File: src/rtl/keypad_scanner.sv
// keypad_scanner: 4x4 active-low matrix keypad front end.
// Scans columns, debounces rows, emits one insere pulse per press.
module keypad_scanner #(
    parameter int CLK_DIV        = 1000,
    parameter int DEBOUNCE_SCANS = 4,
    parameter int INSERE_CYCLES  = 4
) (
    input  logic       clk,
    input  logic       reset,
    input  logic [3:0] row_in,
    output logic [3:0] col_out,
    output logic [3:0] numero,
    output logic       insere,
    output logic       busy
);

    localparam int TW = (CLK_DIV > 1) ? $clog2(CLK_DIV) : 1;
    localparam logic [TW-1:0] TMAX = TW'(CLK_DIV - 1);
    localparam logic [3:0] DS = 4'(DEBOUNCE_SCANS);
    localparam logic [7:0] IC = 8'(INSERE_CYCLES);

    localparam logic [1:0] SCAN         = 2'd0;
    localparam logic [1:0] DEBOUNCE     = 2'd1;
    localparam logic [1:0] EMIT         = 2'd2;
    localparam logic [1:0] WAIT_RELEASE = 2'd3;

    logic [3:0]    rs_meta;
    logic [3:0]    rs;
    logic [TW-1:0] tcnt;
    logic          tick;
    logic [1:0]    state;
    logic [1:0]    col_idx;
    logic [1:0]    cap_row;
    logic [3:0]    cap_pat;
    logic [3:0]    dcnt;
    logic [3:0]    rcnt;
    logic [7:0]    pcnt;
    logic          one_low;
    logic [1:0]    row_hit;
    logic [1:0]    key_row;
    logic [3:0]    code;

    // Two-flop synchroniser for the asynchronous row inputs
    always_ff @(posedge clk or negedge reset) begin
        if (!reset) begin
            rs_meta <= 4'b1111;
            rs      <= 4'b1111;
        end else begin
            rs_meta <= row_in;
            rs      <= rs_meta;
        end
    end

    // Free-running scan tick divider
    always_ff @(posedge clk or negedge reset) begin
        if (!reset) begin
            tcnt <= '0;
        end else if (tick) begin
            tcnt <= '0;
        end else begin
            tcnt <= tcnt + 1'b1;
        end
    end

    assign tick    = (tcnt == TMAX);
    assign col_out = ~(4'b0001 << col_idx);

    // Single-row detect; anything else is idle or ghosting
    always_comb begin
        one_low = 1'b0;
        row_hit = 2'd0;
        unique case (1'b1)
            (rs == 4'b1110): begin one_low = 1'b1; row_hit = 2'd0; end
            (rs == 4'b1101): begin one_low = 1'b1; row_hit = 2'd1; end
            (rs == 4'b1011): begin one_low = 1'b1; row_hit = 2'd2; end
            (rs == 4'b0111): begin one_low = 1'b1; row_hit = 2'd3; end
            default: ;
        endcase
    end

    assign key_row = (state == SCAN) ? row_hit : cap_row;

    // Key map; column is frozen once a press is captured
    always_comb begin
        code = 4'd0;
        case ({key_row, col_idx})
            4'h0: code = 4'd1;
            4'h1: code = 4'd2;
            4'h2: code = 4'd3;
            4'h3: code = 4'd10;
            4'h4: code = 4'd4;
            4'h5: code = 4'd5;
            4'h6: code = 4'd6;
            4'h7: code = 4'd11;
            4'h8: code = 4'd7;
            4'h9: code = 4'd8;
            4'hA: code = 4'd9;
            4'hB: code = 4'd12;
            4'hC: code = 4'd14;
            4'hD: code = 4'd0;
            4'hE: code = 4'd15;
            default: code = 4'd13;
        endcase
    end

    // Scan / debounce / emit / release state machine
    always_ff @(posedge clk or negedge reset) begin
        if (!reset) begin
            state   <= SCAN;
            col_idx <= 2'd0;
            cap_row <= 2'd0;
            cap_pat <= 4'b1111;
            dcnt    <= 4'd0;
            rcnt    <= 4'd0;
            pcnt    <= 8'd0;
            numero  <= 4'd0;
            insere  <= 1'b0;
            busy    <= 1'b0;
        end else begin
            unique case (state)
                SCAN: begin
                    if (tick) begin
                        if (one_low) begin
                            cap_row <= row_hit;
                            cap_pat <= rs;
                            dcnt    <= 4'd1;
                            busy    <= 1'b1;
                            pcnt    <= 8'd0;
                            if (DS == 4'd1) begin
                                numero <= code;
                                state  <= EMIT;
                            end else begin
                                state  <= DEBOUNCE;
                            end
                        end else begin
                            col_idx <= col_idx + 2'd1;
                        end
                    end
                end
                DEBOUNCE: begin
                    if (tick) begin
                        if (rs == cap_pat) begin
                            if (dcnt + 4'd1 == DS) begin
                                dcnt   <= DS;
                                numero <= code;
                                pcnt   <= 8'd0;
                                state  <= EMIT;
                            end else begin
                                dcnt <= dcnt + 4'd1;
                            end
                        end else begin
                            dcnt  <= 4'd0;
                            busy  <= 1'b0;
                            state <= SCAN;
                        end
                    end
                end
                EMIT: begin
                    if (pcnt == 8'd0) begin
                        insere <= 1'b1;
                        pcnt   <= 8'd1;
                    end else if (pcnt >= IC) begin
                        insere <= 1'b0;
                        pcnt   <= 8'd0;
                        rcnt   <= 4'd0;
                        state  <= WAIT_RELEASE;
                    end else begin
                        pcnt <= pcnt + 8'd1;
                    end
                end
                default: begin
                    if (tick) begin
                        if (rs == 4'b1111) begin
                            if (rcnt + 4'd1 == DS) begin
                                rcnt  <= DS;
                                busy  <= 1'b0;
                                state <= SCAN;
                            end else begin
                                rcnt <= rcnt + 4'd1;
                            end
                        end else begin
                            rcnt <= 4'd0;
                        end
                    end
                end
            endcase
        end
    end

endmodule

File: config.mk
export PLATFORM = sky130hd
export DESIGN_NAME = keypad_scanner
export DESIGN_NICKNAME = d
export VERILOG_FILES = /design/src/rtl/keypad_scanner.sv
export SDC_FILE = /design/constraint.sdc
export NUM_CORES = 1
export LEC_CHECK = 0
export ABC_AREA = 1
export CAP_MARGIN = 10
export CORE_MARGIN = 1
export CORE_UTILIZATION = 26
export CTS_BUF_LIST = sky130_fd_sc_hd__clkbuf_4 sky130_fd_sc_hd__clkbuf_8
export DETAILED_ROUTE_END_ITERATION = 8
export PLACE_DENSITY_LB_ADDON = 0.05
export SKIP_LAST_GASP = 1
export SLEW_MARGIN = 20
export SYNTH_ARGS = -nofsm -noshare
export SYNTH_HDL_FRONTEND = slang
export SYNTH_SLANG_ARGS = --single-unit
File: constraint.sdc
create_clock -name clk -period 2.4 [get_ports clk]
set_input_delay 0.48 -clock clk [delete_from_list [all_inputs] [get_ports clk]]
set_output_delay 0.48 -clock clk [all_outputs]
set_load 0.01 [all_outputs]
* Yosys cells after proc, flatten, opt, wreduce, memory -nomap -nowiden *
Memory sizes are Yosys's and may differ from the RTL's. A register that Yosys moved wholly into a read port is not among the register bits.
Cells that the tools add are included.

word-level totals
  input port bits = 6
  bits in registers = 46
  bits in read-only memories = 64
  word-level logic and storage cells = 111
  memories = 1
  output and inout bits = 10

cells by class
  add/sub/neg operators = 5
  magnitude comparators = 1
  eq/ne operators = 20
  reductions and logical operators = 22
  bitwise gates (word level) = 4
  shift operators = 1
  muxes and demuxes = 45

memories
  name             depth  width  rd ports  clocked after memory_dff  wr ports  line  source
  (no name shown)  16     4      1         1                         0         86    case ({key_row, col_idx})

operators by type and width
  cell                                                                    count
  8-bit two-way mux                                                       7
  4-bit two-way mux                                                       10
  8-bit case mux with 3 select lines                                      1
  2-bit two-way mux                                                       11
  4-bit equality test (second input constant)                             4
  2-bit != test (second input constant)                                   8
  4-bit case mux with 2 select lines                                      2
  4-bit by 3-bit equality test with 1-bit output (second input constant)  3
  2-bit case mux with 3 select lines                                      2
  4-bit AND reduction                                                     3
  6-bit AND reduction                                                     2
  10-bit by 1-bit adder with 10-bit output (second input constant)        1
  10-bit equality test (second input constant)                            1
  1-bit two-way mux                                                       10
  10-bit two-way mux                                                      1
  9-bit AND reduction                                                     1
  3-bit nonzero test                                                      3
  4-bit by 1-bit adder with 4-bit output (second input constant)          2
  8-bit by 1-bit adder with 8-bit output (second input constant)          1
  8-bit by 3-bit >= comparator with 1-bit output (second input constant)  1
  8-bit zero test                                                         1
  4-bit nonzero test                                                      2
  3-bit AND reduction                                                     2
  2-bit nonzero test                                                      3
  14 further kinds                                                        16

* Logic depth before layout (Yosys ltp) *
  depth after elaboration = 6
  depth in mapped cells = 12
  mapped depth without buffers = 11

* Least setup slack after synthesis *
Ideal clock, no wire load.

  kind = reg2reg
  start = register state[0]
  end = register cap_row[1]
  period minus slack after synthesis = 1.558 ns
  cell stages (with the launch flop) = 10
  data required time = 2.281 ns
  library setup time = 0.119 ns
  path slack = 0.842 ns
  path buffers = 2
  data arrival time = 1.440 ns
  cell sequence = dfrtp_1 > inv_1 > ha_1 > buf_2 > inv_1 > nor3_2 > nand2_1 > buf_4 > nand2_1 > o21ai_2

between the ends
  longest elaborated chain between the ends = 2

RTL lines
  what                                  line  source
  from (decl)                           31    logic [1:0] state;
  from (signal assigned)                109   state <= SCAN;
  from (signal assigned)                131   state <= EMIT;
  from (signal assigned)                133   state <= DEBOUNCE;
  2-bit zero test                       120   unique case (state)
  3-bit AND reduction (no source line)  --
  to (signal assigned)                  124   cap_row <= row_hit;
  to (decl)                             33    logic [1:0] cap_row;

Every way passes these cells.
A chain may end at the register's enable or synchronous reset.

* Final worst setup path *
  start = register col_idx[0]
  end = output port col_out[0]

between the ends
  longest elaborated chain between the ends = 2

RTL lines
  what                                         line  source
  from (decl)                                  32    logic [1:0] col_idx;
  from (signal assigned)                       136   col_idx <= col_idx + 2'd1;
  1-bit by 2-bit left shift with 4-bit output  66    assign col_out = ~(4'b0001 << col_idx);
  4-bit NOT                                    66
  to (decl)                                    11    output logic [3:0] col_out,

Every way passes these cells.

==> results.sh <==
export IMPL_cts_sinks=50
export IMPL_diodes=0
export IMPL_die_y_um=106
export IMPL_initial_utilization=0.270
export IMPL_cts_repair_resized=0
export IMPL_cp_num_buf_inv=3
export IMPL_final_max_slew_viol_count=0
export IMPL_cts_buffers=5
export IMPL_synth_top_cell_area_share=0.340
export IMPL_clkTransAtPathRegs_ns=0.11
export IMPL_layout_drive_gt1_share=0.129
export IMPL_syn_area_um2=2800
export IMPL_firstDrtPassIters=4
export IMPL_seq_area_frac_synth=0.452
export IMPL_crit_slowest_cell="clkdlybuf4s50_1"
export IMPL_die_x_um=106
export IMPL_wl_per_cell_um=11.9
export IMPL_grt_max_degree=30
export IMPL_row_count=37
export IMPL_hold_violations=0
export IMPL_crit_family="buffers and inverters"
export IMPL_hold_class="in2async"
export IMPL_critPathArrivalTime_ns=1.72
export IMPL_clock_path_buffers=2
export IMPL_port_buffers=15
export IMPL_relSlewSlack=0.622
export IMPL_synthDistinctLibCells=34
export IMPL_syn_area_per_cell_um2=8.02
export IMPL_dp_hpwl_mm=4.62
export IMPL_fin_crit_ns=2.20
export IMPL_clockRootBuffer="clkbuf_8"
export IMPL_startpoint_type="register"
export IMPL_cp_common_cell="inv_1"
export IMPL_io_pins=16
export IMPL_rsz0062_at_grt="false"
export IMPL_final_cell_mix="nand2_1 (99), inv_1 (45), dfrtp_1 (38), nor2_1 (36), nand3_1 (28)"
export IMPL_worstMarginPinSlew_ns=0.567
export IMPL_p_per_area_nw_per_um2=483
export IMPL_crit_type="reg2out"
export IMPL_postRouteAntennaNets=0
export IMPL_tritoncts="built"
export IMPL_skew_ns=0.0111
export IMPL_required_ns=1.92
export IMPL_core_um2=10400
export IMPL_max_vdd_ir_drop_mv=0.215
export IMPL_status="complete, no violations"
export IMPL_cts_hold_buf=0
export IMPL_setup_violations=0
export IMPL_vias=2169
export IMPL_postCtsSetupBuffers=0
export IMPL_synth_seq_cells=50
export IMPL_grt_overflow=0
export IMPL_syn2layout_area_growth_pct=15.7
export IMPL_worstSkewPairLatency_ns=0.31
export IMPL_grt_first_pass_wirelength_mm=10.8
export IMPL_crit_fanout=6
export IMPL_dp_cells=499
export IMPL_yosysWarnings=0
export IMPL_dpl_worst_slack_ns=0.423
export IMPL_routed_via_density=4.28
export IMPL_max_cap_viol_count=0
export IMPL_critPathMaxStageDelay_ns=0.53
export IMPL_drt_initial_drc_count=84
export IMPL_htreeDepth=2
export IMPL_mostFrequentLayoutCell="nand2_1"
export IMPL_syn_nets=371
export IMPL_drc=0
export IMPL_crit_chain="inv_1 -> ha_1 -> inv_1 -> clkdlybuf4s50_1"
export IMPL_leakage_nw=1.54
export IMPL_worst_slack_ns=0.196
export IMPL_tns_ns=0
export IMPL_grt_usage=0.122
export IMPL_grt_pass1_vias=2235
export IMPL_fin_nets=392
export IMPL_yosysTopAreaCell="dfrtp_1"
export IMPL_place_congestion=0.749
export IMPL_routed_wl_mm=6.03
export IMPL_antenna_found_initial=0
export IMPL_synth_cells=349
export IMPL_max_clock_freq_ghz=0.454
export IMPL_finalCritPeriodShare=0.919
export IMPL_end_kind="primary output"
export IMPL_finalNonFillerCells=507
export IMPL_die_area_um2=11200
export IMPL_synth_top_cells_by_area="dfrtp_1 (34%), nand2_1 (13%), dfstp_2 (11%), ha_1 (7.1%), inv_1 (6.0%)"
## cell type report
class / instances / area, um^2
Timing Repair Buffer: 16 / 165
Tap cell: 136 / 170
Fill cell: 1130 / 7130
Sequential cell: 50 / 1270
Clock inverter: 3 / 48.8
Inverter: 52 / 195
Clock buffer: 5 / 68.8
Multi-Input combinational cell: 245 / 1330
## logic make-up after synthesis
family | share of synthesized area
simple gates | 0.310
xor+xnor | 0.0188
buf+inv | 0.0742
fa+ha+maj | 0.0715
flops | 0.452
compound gates | 0.0733
## synthesized netlist by cell type (all sizes together)
library cell  count
nand2           101
inv              51
nor2             39
dfrtp            38
nand3            33
o21ai            18
ha               16
dfstp            12
nand4            10
a21oi             8
xor2              6
nand3b            3
nor3              3
a22oi             2
buf               2
o31ai             2
a211oi            1
clkinv            1
o211ai            1
o21bai            1
or2               1
## layer usage
layer / part of all wire / global-route usage / vias up
met4: 0.012 / 0.0377 / 0
met3: 0.022 / 0.0229 / 7
met1: 0.53 / 0.164 / 991
li1: - / - / 1152
met5: 0 / 0 / -
met2: 0.44 / 0.199 / 19
## registers in the layout, indices dropped and copies added, names as in the netlist
register / flops
tcnt: 10
pcnt: 8
cap_pat: 4
dcnt: 4
numero: 4
rcnt: 4
rs: 4
rs_meta: 4
cap_row: 2
col_idx: 2
state: 2
busy: 1
insere: 1
## worst reg2reg max path: cells and delay by family, from the launching register on
family                     cells  cell delay [ns]
AOI/OAI and AO/OA              1             0.06
adders and majority gates      1             0.38
buffers and inverters          2             0.26
DFF                            1             0.42
and+or+nand+nor                3             0.75
## worst paths after layout
check,from,end,slack [ns],cells after the start
setup reg to reg,state[0],cap_row[0],0.42,7
min in group clk,rs_meta[0],rs[0],0.36,0
hold reg to reg,rs_meta[0],rs[0],0.36,0
setup / recovery,col_idx[0],col_out[0],0.20,4
max in group asynchronous,reset,rs[1],1.62,2
hold / removal,reset,tcnt[9],0.14,1
## where the power goes
group / switching (mW) / internal (mW) / total (mW) / leakage (nW)
Sequential: 0.00555 / 0.855 / 0.860 / 0.642
Combinational: 0.0431 / 0.0209 / 0.0640 / 0.842
Clock: 0.323 / 0.318 / 0.642 / 0.0563
Total: 0.372 / 1.19 / 1.57 / 1.54
## through the flow
step	power (mW)	util	instance area (um^2)	hold slack [ns]
final	1.57	0.313	3240	0.138
after global routing	1.64	0.313	3240	0.185
after CTS	1.60	0.313	3240	0.165
after detailed placement	0.943	0.301	3120	0.348
after global placement	0.944	0.301	3120	0.346
after floorplan	0.904	-	2800	0.184
Power figures use the tool's default switching activity.
